$ cat src/rtl/mem_read_arbiter.sv
// Two-requester AXI4 read arbiter: ICache refill bursts and LSU single-beat loads
// share one read master; the grant is held from AR handshake through the last R beat.
module mem_read_arbiter #(
    parameter int ADDR_W = 32,
    parameter int DATA_W = 32
) (
    input  logic              clock,
    input  logic              reset,
    input  logic [ADDR_W-1:0] ifu_araddr,
    input  logic [7:0]        ifu_arlen,
    input  logic              ifu_arvalid,
    output logic              ifu_arready,
    output logic              ifu_rvalid,
    input  logic              ifu_rready,
    input  logic [ADDR_W-1:0] lsu_araddr,
    input  logic [2:0]        lsu_arsize,
    input  logic              lsu_arvalid,
    output logic              lsu_arready,
    output logic              lsu_rvalid,
    input  logic              lsu_rready,
    output logic [DATA_W-1:0] r_data,
    output logic [1:0]        r_resp,
    output logic              r_last,
    output logic [ADDR_W-1:0] mem_araddr,
    output logic [7:0]        mem_arlen,
    output logic [2:0]        mem_arsize,
    output logic [1:0]        mem_arburst,
    output logic              mem_arvalid,
    input  logic              mem_arready,
    input  logic [DATA_W-1:0] mem_rdata,
    input  logic [1:0]        mem_rresp,
    input  logic              mem_rlast,
    input  logic              mem_rvalid,
    output logic              mem_rready
);

    typedef enum logic [2:0] {
        ST_IDLE   = 3'd0,
        ST_AR_IFU = 3'd1,
        ST_AR_LSU = 3'd2,
        ST_R_IFU  = 3'd3,
        ST_R_LSU  = 3'd4
    } state_t;

    state_t state_r;
    state_t next_state_s;
    logic   last_grant_r;
    logic   next_grant_s;

    // Read data is broadcast; only the per-requester rvalid says who owns a beat.
    assign r_data      = mem_rdata;
    assign r_resp      = mem_rresp;
    assign r_last      = mem_rlast;
    assign mem_arburst = 2'b01;

    // State and round-robin pointer; last_grant resets to LSU so IFU wins the first tie.
    always_ff @(posedge clock or posedge reset) begin
        if (reset) begin
            state_r      <= ST_IDLE;
            last_grant_r <= 1'b1;
        end else begin
            state_r      <= next_state_s;
            last_grant_r <= next_grant_s;
        end
    end

    // Next-state selection and channel steering for the granted requester.
    always_comb begin
        next_state_s = state_r;
        next_grant_s = last_grant_r;
        mem_araddr   = '0;
        mem_arlen    = 8'd0;
        mem_arsize   = 3'b000;
        mem_arvalid  = 1'b0;
        ifu_arready  = 1'b0;
        lsu_arready  = 1'b0;
        ifu_rvalid   = 1'b0;
        lsu_rvalid   = 1'b0;
        mem_rready   = 1'b0;
        case (state_r)
            ST_IDLE: begin
                if (ifu_arvalid && (!lsu_arvalid || last_grant_r)) begin
                    next_state_s = ST_AR_IFU;
                    next_grant_s = 1'b0;
                end else if (lsu_arvalid) begin
                    next_state_s = ST_AR_LSU;
                    next_grant_s = 1'b1;
                end else begin
                    next_state_s = ST_IDLE;
                end
            end
            ST_AR_IFU: begin
                mem_araddr  = ifu_araddr;
                mem_arlen   = ifu_arlen;
                mem_arsize  = 3'b010;
                mem_arvalid = ifu_arvalid;
                ifu_arready = mem_arready;
                if (ifu_arvalid && mem_arready) begin
                    next_state_s = ST_R_IFU;
                end else begin
                    next_state_s = ST_AR_IFU;
                end
            end
            ST_AR_LSU: begin
                mem_araddr  = lsu_araddr;
                mem_arlen   = 8'd0;
                mem_arsize  = lsu_arsize;
                mem_arvalid = lsu_arvalid;
                lsu_arready = mem_arready;
                if (lsu_arvalid && mem_arready) begin
                    next_state_s = ST_R_LSU;
                end else begin
                    next_state_s = ST_AR_LSU;
                end
            end
            ST_R_IFU: begin
                ifu_rvalid = mem_rvalid;
                mem_rready = ifu_rready;
                if (mem_rvalid && ifu_rready && mem_rlast) begin
                    next_state_s = ST_IDLE;
                end else begin
                    next_state_s = ST_R_IFU;
                end
            end
            // The LSU beat always carries rlast, so no beat counting is needed.
            ST_R_LSU: begin
                lsu_rvalid = mem_rvalid;
                mem_rready = lsu_rready;
                if (mem_rvalid && lsu_rready && mem_rlast) begin
                    next_state_s = ST_IDLE;
                end else begin
                    next_state_s = ST_R_LSU;
                end
            end
            default: begin
                next_state_s = ST_IDLE;
            end
        endcase
    end

endmodule

$ cat config.mk
export PLATFORM = sky130hd
export DESIGN_NAME = mem_read_arbiter
export DESIGN_NICKNAME = d
export VERILOG_FILES = /design/src/rtl/mem_read_arbiter.sv
export SDC_FILE = /design/constraint.sdc
export NUM_CORES = 1
export LEC_CHECK = 0
export CELL_PAD_IN_SITES_DETAIL_PLACEMENT = 0
export CELL_PAD_IN_SITES_GLOBAL_PLACEMENT = 2
export CORE_MARGIN = 3
export CORE_UTILIZATION = 10
export DETAILED_ROUTE_END_ITERATION = 8
export HOLD_SLACK_MARGIN = 0.15
export PLACE_DENSITY_LB_ADDON = 0.05
export SYNTH_ARGS = -nofsm -noshare
export SYNTH_HDL_FRONTEND = slang
export SYNTH_SLANG_ARGS = --single-unit
export TNS_END_PERCENT = 100
$ cat constraint.sdc
create_clock -name clock -period 1.3 [get_ports clock]
set_input_delay 0.13 -clock clock [delete_from_list [all_inputs] [get_ports clock]]
set_output_delay 0.13 -clock clock [all_outputs]
set_load 0.02 [all_outputs]
# == Word-level counts from Yosys, hierarchy flattened ==
# Index checks and enable logic that the tools add are counted.
# word_totals
reg_bits,4
latch_bits,0
mem_bits_rw,0
rom_bits,0
in_bits,118
out_inout_bits,86
elab_cells,36
n_memories,0
# classes
n_addsub,0
n_mul,0
n_div,0
magnitude_cmp,0
n_eq_ne,4
n_shift,0
muxes,18
n_bitwise,0
n_reduce_logical,12
# op_table
op,n
case mux 32 bit (2 select lines),1
case mux 3 bit (5 select lines),1
two-way mux 2 bit,4
two-way mux 8 bit,1
logical AND 1 bit,7
equality test 3 x 2 -> 1 bit (second input constant),2
two-way mux 1 bit,6
two-way mux 3 bit,2
case mux 3 bit (2 select lines),1
case mux 1 bit (2 select lines),2
equality test 3 x 1 -> 1 bit (second input constant),1
equality test 3 bit (second input constant),1
logical NOT 3 bit,1
AND reduction 2 bit,1
nonzero test 2 bit,1
logical NOT 1 bit,1
logical OR 1 bit,1

# == Logic depth before layout (Yosys ltp) ==
# logic_depth
depth_word,5
ltp_mapped,5
mapped_depth_nobuf,3

# == Least setup slack after synthesis ==
# OpenSTA, ideal clock, no wires.
# synth_timing
kind,flip-flop to output port
from,register state_r[2]
to,output mem_araddr[10]
arrival_ns,1.262
slack_ns,-0.092
path_stages_with_launch,6
n_path_buf,3
cell_sequence,dfrtp_1 buf_2 nor3b_2 buf_4 buf_2 a22o_1
# synth_via
elab_chain_cells,2
word_cells_on_any_way,3
# synth_rtl
item,line,text
"start, declared",45,state_t state_r;
"start signal, assigned",62,state_r <= next_state_s;
equality test 3 x 2 -> 1 bit or equality test 3 x 1 -> 1 bit (tied branches),80,case (state_r)
case mux 32 bit (2 select lines) (*),80,
"end, declared",24,"output logic [ADDR_W-1:0] mem_araddr,"
# Every way passes the cells marked *; elsewhere a longest branch is shown, timed or not.

# == Worst setup path after layout ==
# layout_timing
from,register state_r[1]
to,output mem_araddr[18]
# The elaborated chain is that of the path after synthesis.

==> results.json <==
{
  "outcome": "complete, but fails checks",
  "violations": "negative setup slack",
  "htreeDepth": 1,
  "n_antenna_cell": 0,
  "port_buffers": 133,
  "via_per_inst": 3.794,
  "powerDensity_nw_per_um2": 2241,
  "die-area_um2": 11010,
  "fin_crit_ns": 1.657,
  "holdCritPathClass": "in2out",
  "clock_path_buffers": 2,
  "synth_xor_area_share_pct": 0,
  "clkSinkCount": 4,
  "vias": 1434,
  "place_congestion": 0.7507,
  "drc_errors": 0,
  "fin_ws_ns": -0.3568,
  "grt_pass1_wl_um": 9384,
  "synth-compound-area-share_pct": 35.81,
  "die_y_um": 104.9,
  "grt_antenna_before_repair": 0,
  "maxSlewViolCount": 0,
  "clkLatencyLatePin_ns": 0.22,
  "critPathKind": "reg2out",
  "critPathMaxFanout": 7,
  "tritoncts": "yes",
  "synth_warnings": 0,
  "p_comb_share_pct": 91.3,
  "p_sw_share_pct": 41.47,
  "place_area_um2": 2365,
  "wl_per_cell_um": 16.80,
  "cp.required_ns": 1.17,
  "final_cell_area_um2": 2821,
  "mostFrequentLayoutCells": "clkdlybuf4s50_1 (83), buf_6 (56), a22o_1 (26)",
  "finalHoldViolations": 0,
  "first_pass_iters": 4,
  "die_x_um": 104.9,
  "io_pins": 204,
  "syn-cell-area_um2": 978.4,
  "p_total_w": 0.006322,
  "cp-start-kind": "register",
  "ys_seq_area_share_pct": 10.36,
  "nets": 368,
  "clock.fmax_mhz": 603.6,
  "seqPwrFrac_pct": 4.3,
  "hold_ws_ns": 0.2600,
  "root_buffer": "clkbuf_8",
  "grt_max_degree": 16,
  "drtAntennaViolNets": 0,
  "wl_um": 6351,
  "cp-end-kind": "output port",
  "leakagePower_nw": 1.215,
  "drt-initial-drc-count": 16,
  "min_period_over_period_pct": 127.4,
  "numCtsBuffers": 3,
  "initial_core_util_pct": 10.44,
  "synth_top_family_by_area": "compound AO/OA/AOI/OAI gates",
  "postSynthAreaPerCell_um2": 7.891,
  "synth-adder-area-share_pct": 0,
  "grt_setup_unrepaired": "true",
  "switching_power_w": 0.002622,
  "finalClockSkew_ns": 0.003445,
  "syn_nets": 242,
  "finalSetupViolations": 51,
  "final_util_pct": 30.11,
  "fp-row-count": 35,
  "overflow": 0,
  "drive_gt1_share_pct": 47.39,
  "pre_cts_ws_ns": -0.6305,
  "power_frac_clock_pct": 4.4,
  "synth_cells": 124,
  "grtUsageTotal_pct": 11.01,
  "yosys_register_bits": 4,
  "yosys.area_share.simple_pct": 18.67,
  "ir_worst_vdd_v": 0.0007906,
  "core_um2": 9371,
  "synthMuxAreaShare_pct": 0,
  "maxCapViolations": 0,
  "synth_cell_type_count": 26,
  "dp_hpwl_um": 4770,
  "clkTransAtPathRegs_ns": 0.03,
  "final_common_cell": "clkdlybuf4s50_1",
  "p_int_w": 0.003700,
  "cp.arrival_ns": 1.53,
  "area_delta_synth_final_pct": 188.4,
  "grt_pass1_vias": 1488
}
[logic make-up after synthesis]
kind of cell    count (synthesis)
compound gates                 41
buf+inv                        49
flops                           4
other cells                     2
simple gates                   28
[metal layers]
layer | wire [um] | global-route usage [%]
met4 | 39 | 1.406
met2 | 3541 | 21.81
met1 | 2098 | 11.06
met5 | 0 | 0
met3 | 672 | 4.138
[registers in the layout, indices dropped and copies added, names as in the netlist]
signal,flops
state_r,3
last_grant_r,1
[synthesized netlist by cell type]
master / number / area share, %
and3b_1: 1 / 0.90
a21oi_1: 2 / 1.0
inv_1: 2 / 0.77
nor3b_2: 1 / 1.3
o31ai_1: 1 / 0.77
a311o_1: 1 / 1.0
a32o_1: 1 / 1.0
nor4b_1: 1 / 0.90
nand3_1: 3 / 1.5
nand2b_1: 1 / 0.64
and3_1: 1 / 0.64
and2_1: 13 / 8.3
nand4_1: 1 / 0.64
a21o_1: 1 / 0.77
nand2_1: 3 / 1.2
nor2_1: 2 / 0.77
a22oi_1: 1 / 0.77
a22o_1: 33 / 30
a41oi_1: 1 / 0.90
dfstp_2: 1 / 2.7
clkbuf_1: 1 / 0.38
dfrtp_1: 3 / 7.7
conb_1: 2 / 0.77
nor3b_4: 1 / 1.9
buf_4: 38 / 29
buf_2: 8 / 4.1
[power groups by stage]
stage	sequential, W	combinational (W)	clock [W]
floorplan	0.000234	0.00251	0
global placement	0.000256	0.00434	0
detailed placement	0.000261	0.00433	0
CTS	0.000264	0.00574	0.000291
global route	0.000278	0.00610	0.000313
finish	0.000270	0.00577	0.000281
[layout make-up]
type,count,area [um^2]
Tap cell,129,161.4
Fill cell,1007,6550
Sequential cell,4,105.1
Clock buffer,4,45.04
Timing Repair Buffer,168,1821
Inverter,2,7.507
Multi-Input combinational cell,71,681.9
[critical path, cell delays in order (launching register included)]
cell	delay (ns)
dfrtp_2	0.43
nor3b_4	0.16
buf_6	0.13
buf_12	0.13
buf_12	0.12
a22o_1	0.20
buf_6	0.13
[final timing paths]
path / from / end / slack (ns) / depth (start not counted)
min in group asynchronous: reset / state_r[1] / 0.65 / 3
max reg2reg: state_r[0] / last_grant_r / -0.11 / 6
min: mem_rdata[0] / r_data[0] / 0.26 / 0
max: state_r[1] / mem_araddr[18] / -0.36 / 6
max in group asynchronous: reset / last_grant_r / 0.42 / 3
min reg2reg: last_grant_r / last_grant_r / 0.52 / 2
[through the flow]
stage	setup TNS, ns	instances
3_3_place_gp	-25.32	354
3_5_place_dp	-26.69	354
6_report	-14.30	378
4_1_cts	-16.07	375
2_1_floorplan	-2.072	124
5_1_grt	-17.79	378
[timing repair]
action / CTS / global route
pin swaps: 26 / 23
endpoints found under the hold margin: 3 / 0
endpoints found under the setup margin: 51 / 51
gates cloned: 5 / 0
setup buffers: 12 / 7
resized for setup: 316 / 20
hold buffers: 1 / 0
No activity file was read; power rests on OpenSTA's default activity.
